`config.mk`:
```
export PLATFORM = sky130hd
export DESIGN_NAME = elink_trig_wb_reader
export DESIGN_NICKNAME = d
export VERILOG_FILES = /design/src/rtl/elink_trig_wb_reader.sv
export SDC_FILE = /design/constraint.sdc
export NUM_CORES = 1
export LEC_CHECK = 0
export CORE_MARGIN = 5
export CORE_UTILIZATION = 52
export CTS_CLUSTER_DIAMETER = 30
export DETAILED_ROUTE_END_ITERATION = 12
export PLACE_DENSITY = 0.91
export RECOVER_POWER = 50
export SYNTH_ARGS = -nofsm -noshare
export SYNTH_HDL_FRONTEND = slang
export SYNTH_SLANG_ARGS = --single-unit
```
`constraint.sdc`:
```
create_clock -name clk -period 4.19 [get_ports clk]
set_clock_uncertainty 0.05 [all_clocks]
set_input_delay 0.6285 -clock clk [delete_from_list [all_inputs] [get_ports clk]]
set_output_delay 0.6285 -clock clk [all_outputs]
set_load 0.1 [all_outputs]
```
`src/rtl/elink_trig_wb_reader.sv`:
```
// Wishbone read master that sweeps a wrapping address range of the triplicated
// trigger memory scrubber and streams each voted word out over valid/ready.
module elink_trig_wb_reader #(
    parameter int ADDR_W   = 4,
    parameter int MAX_ADDR = 3,
    parameter int DATA_W   = 12,
    parameter int TIMEOUT  = 64
) (
    input  logic              clk,
    input  logic              rst_n,
    input  logic              start,
    input  logic [ADDR_W-1:0] start_addr,
    input  logic [ADDR_W:0]   num_words,
    output logic              busy,
    output logic              done,
    output logic              timeout_err,
    output logic [ADDR_W-1:0] o_wb_addr,
    output logic              o_wb_stb,
    input  logic [DATA_W-1:0] i_wb_data,
    input  logic              i_wb_ack,
    input  logic              i_wb_stall,
    output logic [DATA_W-1:0] out_data,
    output logic [ADDR_W-1:0] out_addr,
    output logic              out_valid,
    input  logic              out_ready
);
    localparam int TMR_W = $clog2(TIMEOUT);

    typedef enum logic [2:0] {IDLE, REQ, WAIT_ACK, HOLD, FIN} state_t;

    state_t            state, state_nxt;
    logic [ADDR_W-1:0] cur_addr;
    logic [ADDR_W:0]   remaining;
    logic [TMR_W-1:0]  timer;
    logic              ack_armed;
    logic              start_ok, issue, qual_ack, tmo_hit, accepted;

    // An ack only counts once it has been seen low during this read, so a level
    // ack left high by the previous read cannot be mistaken for this one.
    always_comb begin
        start_ok = (state == IDLE) && start;
        issue    = (state == REQ) && !i_wb_stall;
        qual_ack = (state == WAIT_ACK) && i_wb_ack && ack_armed;
        tmo_hit  = (state == WAIT_ACK) && !qual_ack && (timer == TMR_W'(TIMEOUT - 1));
        accepted = (state == HOLD) && out_valid && out_ready;
    end

    always_ff @(posedge clk or negedge rst_n) begin
        if (!rst_n) state <= IDLE;
        else        state <= state_nxt;
    end

    always_comb begin
        state_nxt = state;
        case (state)
            IDLE:     if (start_ok) state_nxt = (num_words == '0) ? FIN : REQ;
            REQ:      if (issue) state_nxt = WAIT_ACK;
            WAIT_ACK: begin
                if (qual_ack)     state_nxt = HOLD;
                else if (tmo_hit) state_nxt = FIN;
            end
            HOLD:     if (accepted) state_nxt = (remaining == '0) ? FIN : REQ;
            FIN:      state_nxt = IDLE;
            default:  state_nxt = IDLE;
        endcase
    end

    always_ff @(posedge clk or negedge rst_n) begin
        if (!rst_n) begin
            busy        <= 1'b0;
            done        <= 1'b0;
            timeout_err <= 1'b0;
            o_wb_addr   <= '0;
            o_wb_stb    <= 1'b0;
            out_data    <= '0;
            out_addr    <= '0;
            out_valid   <= 1'b0;
            cur_addr    <= '0;
            remaining   <= '0;
            timer       <= '0;
            ack_armed   <= 1'b0;
        end else begin
            done <= 1'b0;
            if (start_ok) begin
                cur_addr    <= start_addr;
                remaining   <= num_words;
                timeout_err <= 1'b0;
                busy        <= 1'b1;
            end
            if (state == REQ) o_wb_addr <= cur_addr;
            if (issue) begin
                o_wb_stb  <= 1'b1;
                ack_armed <= 1'b0;
                timer     <= '0;
            end
            if (state == WAIT_ACK) begin
                timer <= timer + 1'b1;
                if (!i_wb_ack) ack_armed <= 1'b1;
            end
            if (qual_ack) begin
                out_data  <= i_wb_data;
                out_addr  <= cur_addr;
                out_valid <= 1'b1;
                o_wb_stb  <= 1'b0;
                remaining <= remaining - 1'b1;
                cur_addr  <= (cur_addr == ADDR_W'(MAX_ADDR)) ? '0 : cur_addr + 1'b1;
            end
            if (tmo_hit) begin
                o_wb_stb    <= 1'b0;
                timeout_err <= 1'b1;
            end
            if (accepted) out_valid <= 1'b0;
            if (state == FIN) begin
                done <= 1'b1;
                busy <= 1'b0;
            end
        end
    end
endmodule

```
# Yosys cells after proc, flatten, opt, wreduce, memory -nomap -nowiden

Index checks and enable logic that the tools add are counted.
W data, S select, Z words.

Output and inout bits: 25
Bits of input ports: 27
Logic and storage cells: 74
Bits in registers: 44

Add/subtract/negate cells: 3
Reductions and logical operators: 20
Muxes and demuxes: 28
Eq/ne operators: 10

Operators with widths:

| cell                  | number |
|---|---|
| $mux W3               | 7 |
| $mux W1               | 13 |
| $mux W4               | 3 |
| $mux W6               | 2 |
| $pmux W3 S4           | 1 |
| $logic_not A5 Y1      | 2 |
| $mux W5               | 2 |
| $reduce_bool A2 Y1    | 5 |
| $logic_and A1 B1 Y1   | 8 |
| $add A6 B1 Y6 const B | 1 |
| $eq A3 B2 Y1 const B  | 2 |
| $eq A6 B6 Y1 const B  | 1 |
| $ne A2 B2 Y1 const B  | 3 |
| $sub A5 B1 Y5 const B | 1 |
| $add A4 B1 Y4 const B | 1 |
| $eq A4 B2 Y1 const B  | 1 |
| $reduce_and A4 Y1     | 1 |
| $eq A3 B1 Y1 const B  | 1 |
| $eq A3 B3 Y1 const B  | 1 |
| $logic_not A3 Y1      | 1 |
| $ne A3 B3 Y1 const B  | 1 |
| $reduce_bool A3 Y1    | 1 |
| $logic_not A1 Y1      | 2 |

# Depth between registers and ports, before layout

Depth after elaboration: 9
Depth in mapped cells: 7
Mapped depth without buffers: 5

# Worst setup path after synthesis

Ideal clock, no wire load.

Kind: input -> register
From: input port start
To: register cur_addr[2]
Path buffers: 1
Data arrival time: 1.642 ns
Required time: 4.014 ns
Setup time: 0.126 ns
Path slack: 2.372 ns
Stages: 5
Cells stage by stage: or4b_1 > buf_6 > o21ai_4 > o21ai_2 > a221o_1

Word-level cells in the longest chain between the ends: 2

Ends and longest elaborated chain:

| what                                | RTL line | RTL |
|---|---|---|
| from (decl)                         | 11       | `input logic start,` |
| $logic_and A1 B1 Y1                 | 41       | `start_ok = (state == IDLE) && start;` |
| $reduce_bool A2 Y1 (no source line) | -        |  |
| to (signal assigned)                | 85       | `cur_addr <= start_addr;` |
| to (signal assigned)                | 106      | `cur_addr <= (cur_addr == ADDR_W'(MAX_ADDR)) ? '0 : cur_addr + 1'b1;` |
| to (decl)                           | 32       | `logic [ADDR_W-1:0] cur_addr;` |

No other way between the ends.
A chain may end at the register's enable or synchronous reset.

# Final worst setup path

From: register state[1]
To: register cur_addr[0]

Word-level cells in the longest chain between the ends: 4
Elaborated cells between the ends (all ways): 7
Those cells by class: eq/ne (1); mux (1); reduce/logical (5)

Ends and longest elaborated chain:

| what                                                 | RTL line | RTL |
|---|---|---|
| from (decl)                                          | 31       | `state_t state, state_nxt;` |
| from (signal assigned)                               | 50       | `else state <= state_nxt;` |
| $eq A3 B2 Y1                                         | 43       | `qual_ack = (state == WAIT_ACK) && i_wb_ack && ack_armed;` |
| $logic_and A1 B1 Y1 (2 in series)                    | 43       |  |
| $mux W4 / $reduce_bool A2 Y1 (equally long branches) | -        |  |

Several ways; a longest one is shown, not always the timed one.

==> impl_metrics.py <==
metrics = {
    "grt": {
        "track_usage": 0.191,
        "antenna_found_initial": 0,
        "grt_start_max_net_pins": 45,
        "grt_overflow": 0,
        "grt_pass1_wl_um": 7850,
        "first_global_vias": 1680,
    },
    "synthesis": {
        "ys_types": 45,
        "syn_area_um2": 2070,
        "synth.avg_cell_area_um2": 9.42,
        "yosysSeqAreaShare": 0.531,
        "synth_flop_cell": "dfrtp_1",
        "async_flop_share": 1.00,
        "synth_edf_count": 0,
        "yosys_warnings": 0,
        "ys_seq_elements": 44,
        "synthCells": 220,
        "syn-num-nets": 251,
    },
    "clocking": {
        "path_clk_slew_ns": 0.08,
        "cts.sinks": 44,
        "cts_max_path_buffers": 2,
        "cts_resized": 0,
        "clkLatencyLatePin_ns": 0.30,
        "post_cts_buffers": 0,
        "cts_hold_buf": 0,
        "cts-root-buf": "clkbuf_8",
        "htree_levels": 2,
        "numCtsBuffers": 5,
        "cts_tree": "done",
    },
    "routing": {
        "drcViolationCount": 0,
        "drtIter0Drc": 160,
        "met1_length_um": 1970,
        "wl_met3_um": 215,
        "via_per_inst": 5.51,
        "firstDrtPassIters": 4,
        "final_antenna_net_count": 0,
        "top_layer": "met4",
        "wl_met2_um": 2410,
        "wl_um": 4690,
        "wire_per_inst_um": 14.7,
        "vias": 1762,
    },
    "cells_and_area": {
        "drive_above_1_share": 0.0593,
        "final_nets": 300,
        "syn_to_final_growth_pct": 29.7,
        "fin_area_um2": 2690,
        "diodes": 0,
    },
    "sta": {
        "period_share": 0.664,
        "rsz0062_at_grt": "false",
        "setup_viol": 0,
        "layout_min_cycle_time_ns": 2.78,
        "setup_tns_ns": 0,
        "relSlewSlack": -0.558,
        "slew_viol_final": 45,
        "timing_hold_violations_final": 0,
        "max_freq_mhz": 359,
        "worstMarginPinSlew_ns": 2.34,
    },
    "die": {
        "io_pins": 52,
        "core_um2": 3940,
        "start_util": 0.526,
        "rows": 23,
        "die-area_um2": 5350,
        "die_h_um": 73.1,
        "die_w_um": 73.1,
    },
    "min_path": {
        "hp-start": "out_data[8]",
        "min_delay_path_depth": 2,
        "hp-class": "reg -> reg",
    },
    "worst_setup_path": {
        "critPathKind": "reg -> reg",
        "reg2reg_from": "state[1]",
        "worstPathRequired_ns": 4.36,
        "rrSetupSlack_ns": 1.41,
        "critical_path.startpoint": "state[1]",
        "r2r-end": "cur_addr[0]",
        "critPathLaunchType": "flop",
        "crit_fanout": 22,
        "rr_worst_depth": 4,
        "end_kind": "flop",
        "cp.arrival_ns": 2.96,
        "crit_end": "cur_addr[0]",
    },
    "placement": {
        "placed_area_um2": 2590,
        "numPortBuffers": 51,
        "place_congestion": 0.759,
        "hpwl_um": 3350,
    },
    "job": {
        "maxCapViolCount": 1,
    },
    "outcome": {
        "outcome": "finished with violations",
        "violations": "max-capacitance violations, max-slew violations",
    },
}
==> synthesized netlist by cell type, types with 2 or more instances <==
cell type	count	area, µm²
nand2_1	63	236
dfrtp_1	44	1100
nor2_1	18	67.6
o21ai_0	16	80.1
a21oi_1	7	35.0
a31oi_1	4	25.0
buf_2	4	20.0
ha_1	4	50.1
mux2_2	4	45.0
nand3_1	4	20.0
and3_1	3	18.8
clkbuf_1	3	11.3
inv_1	3	11.3
nand2b_1	3	18.8
and2_1	2	12.5
buf_6	2	22.5
nor2b_1	2	12.5
nor3_1	2	10.0
nor4b_1	2	17.5
o211ai_1	2	15.0
o21a_1	2	15.0
o22ai_1	2	12.5
or3_1	2	12.5
==> metal layers <==
| layer | global-route usage | vias up |
|---|---|---|
| met5 | 0 | - |
| met3 | 0.0523 | 9 |
| met2 | 0.311 | 35 |
| met4 | 0.0779 | 0 |
| met1 | 0.240 | 868 |
| li1 | - | 850 |
==> worst min-delay path by stage <==
stage	endpoint	slack, ns
finish	out_data[8]	0.43
global route	out_data[10]	0.46
CTS	out_data[10]	0.43
detailed placement	out_data[10]	0.41
global placement	out_data[11]	0.41
floorplan	ack_armed	0.28
==> cell families (layout without fill, tap and decap cells) <==
family,count (synthesis),after routing,synth area share
AO/OA/AOI/OAI,44,44,0.140
adder cells (fa/ha/maj),4,4,0.0242
buffers and inverters,13,63,0.0350
flip-flops,44,44,0.531
multiplexers,5,5,0.0266
AND/OR/NAND/NOR,110,110,0.243
==> cell type report <==
cell class,instances,area [µm²]
Clock buffer,6,72.6
Clock inverter,2,35.0
Fill cell,322,1250
Inverter,3,11.3
Multi-Input combinational cell,163,893
Sequential cell,44,1100
Tap cell,50,62.6
Timing Repair Buffer,52,512
==> layout by cell type, fill, tap and decap left out, types with 2 or more instances in the layout <==
master           synthesis  layout
and3_1                   3       3
nand3_1                  4       4
clkbuf_8                 0       5
nand2_1                 63      63
inv_1                    3       3
dfrtp_1                 44      44
o21ai_0                 16      16
a21oi_1                  7       7
nor2_1                  18      18
nor2b_1                  2       2
clkbuf_1                 3       2
or3_1                    2       2
and2_0                   0       2
o21a_1                   2       2
nor4b_1                  2       2
nand2b_1                 3       3
nor3b_1                  1       2
o211ai_1                 2       2
a31oi_1                  4       4
nor3_1                   2       2
ha_1                     4       4
mux2_2                   4       4
clkdlybuf4s50_1          0      49
o22ai_1                  2       2
==> through the flow <==
stage / std cells / util / worst slack (ns) / hold slack (ns)
2_1_floorplan: 220 / - / 2.37 / 0.283
3_3_place_gp: 312 / 0.656 / 1.72 / 0.407
3_5_place_dp: 312 / 0.656 / 1.69 / 0.411
4_1_cts: 320 / 0.683 / 1.64 / 0.431
5_1_grt: 320 / 0.682 / 1.23 / 0.455
6_report: 320 / 0.682 / 1.41 / 0.427
==> critical path: stages (launching register included) <==
cell	delay, ns
dfrtp_1	0.59
nor3b_1	0.97
nand2_2	0.53
or3_1	0.49
o21ai_0	0.08
==> flip-flops by register name (all words and copies together), names as in the netlist <==
signal	flops
timer	6
out_addr	4
state	3
timeout_err	1
cur_addr	4
o_wb_addr	4
busy	1
remaining	5
ack_armed	1
o_wb_stb	1
out_valid	1
done	1
out_data	12
Power is not shown: default switching activity piles up to over one toggle a cycle in this logic, so the estimate is an artifact.
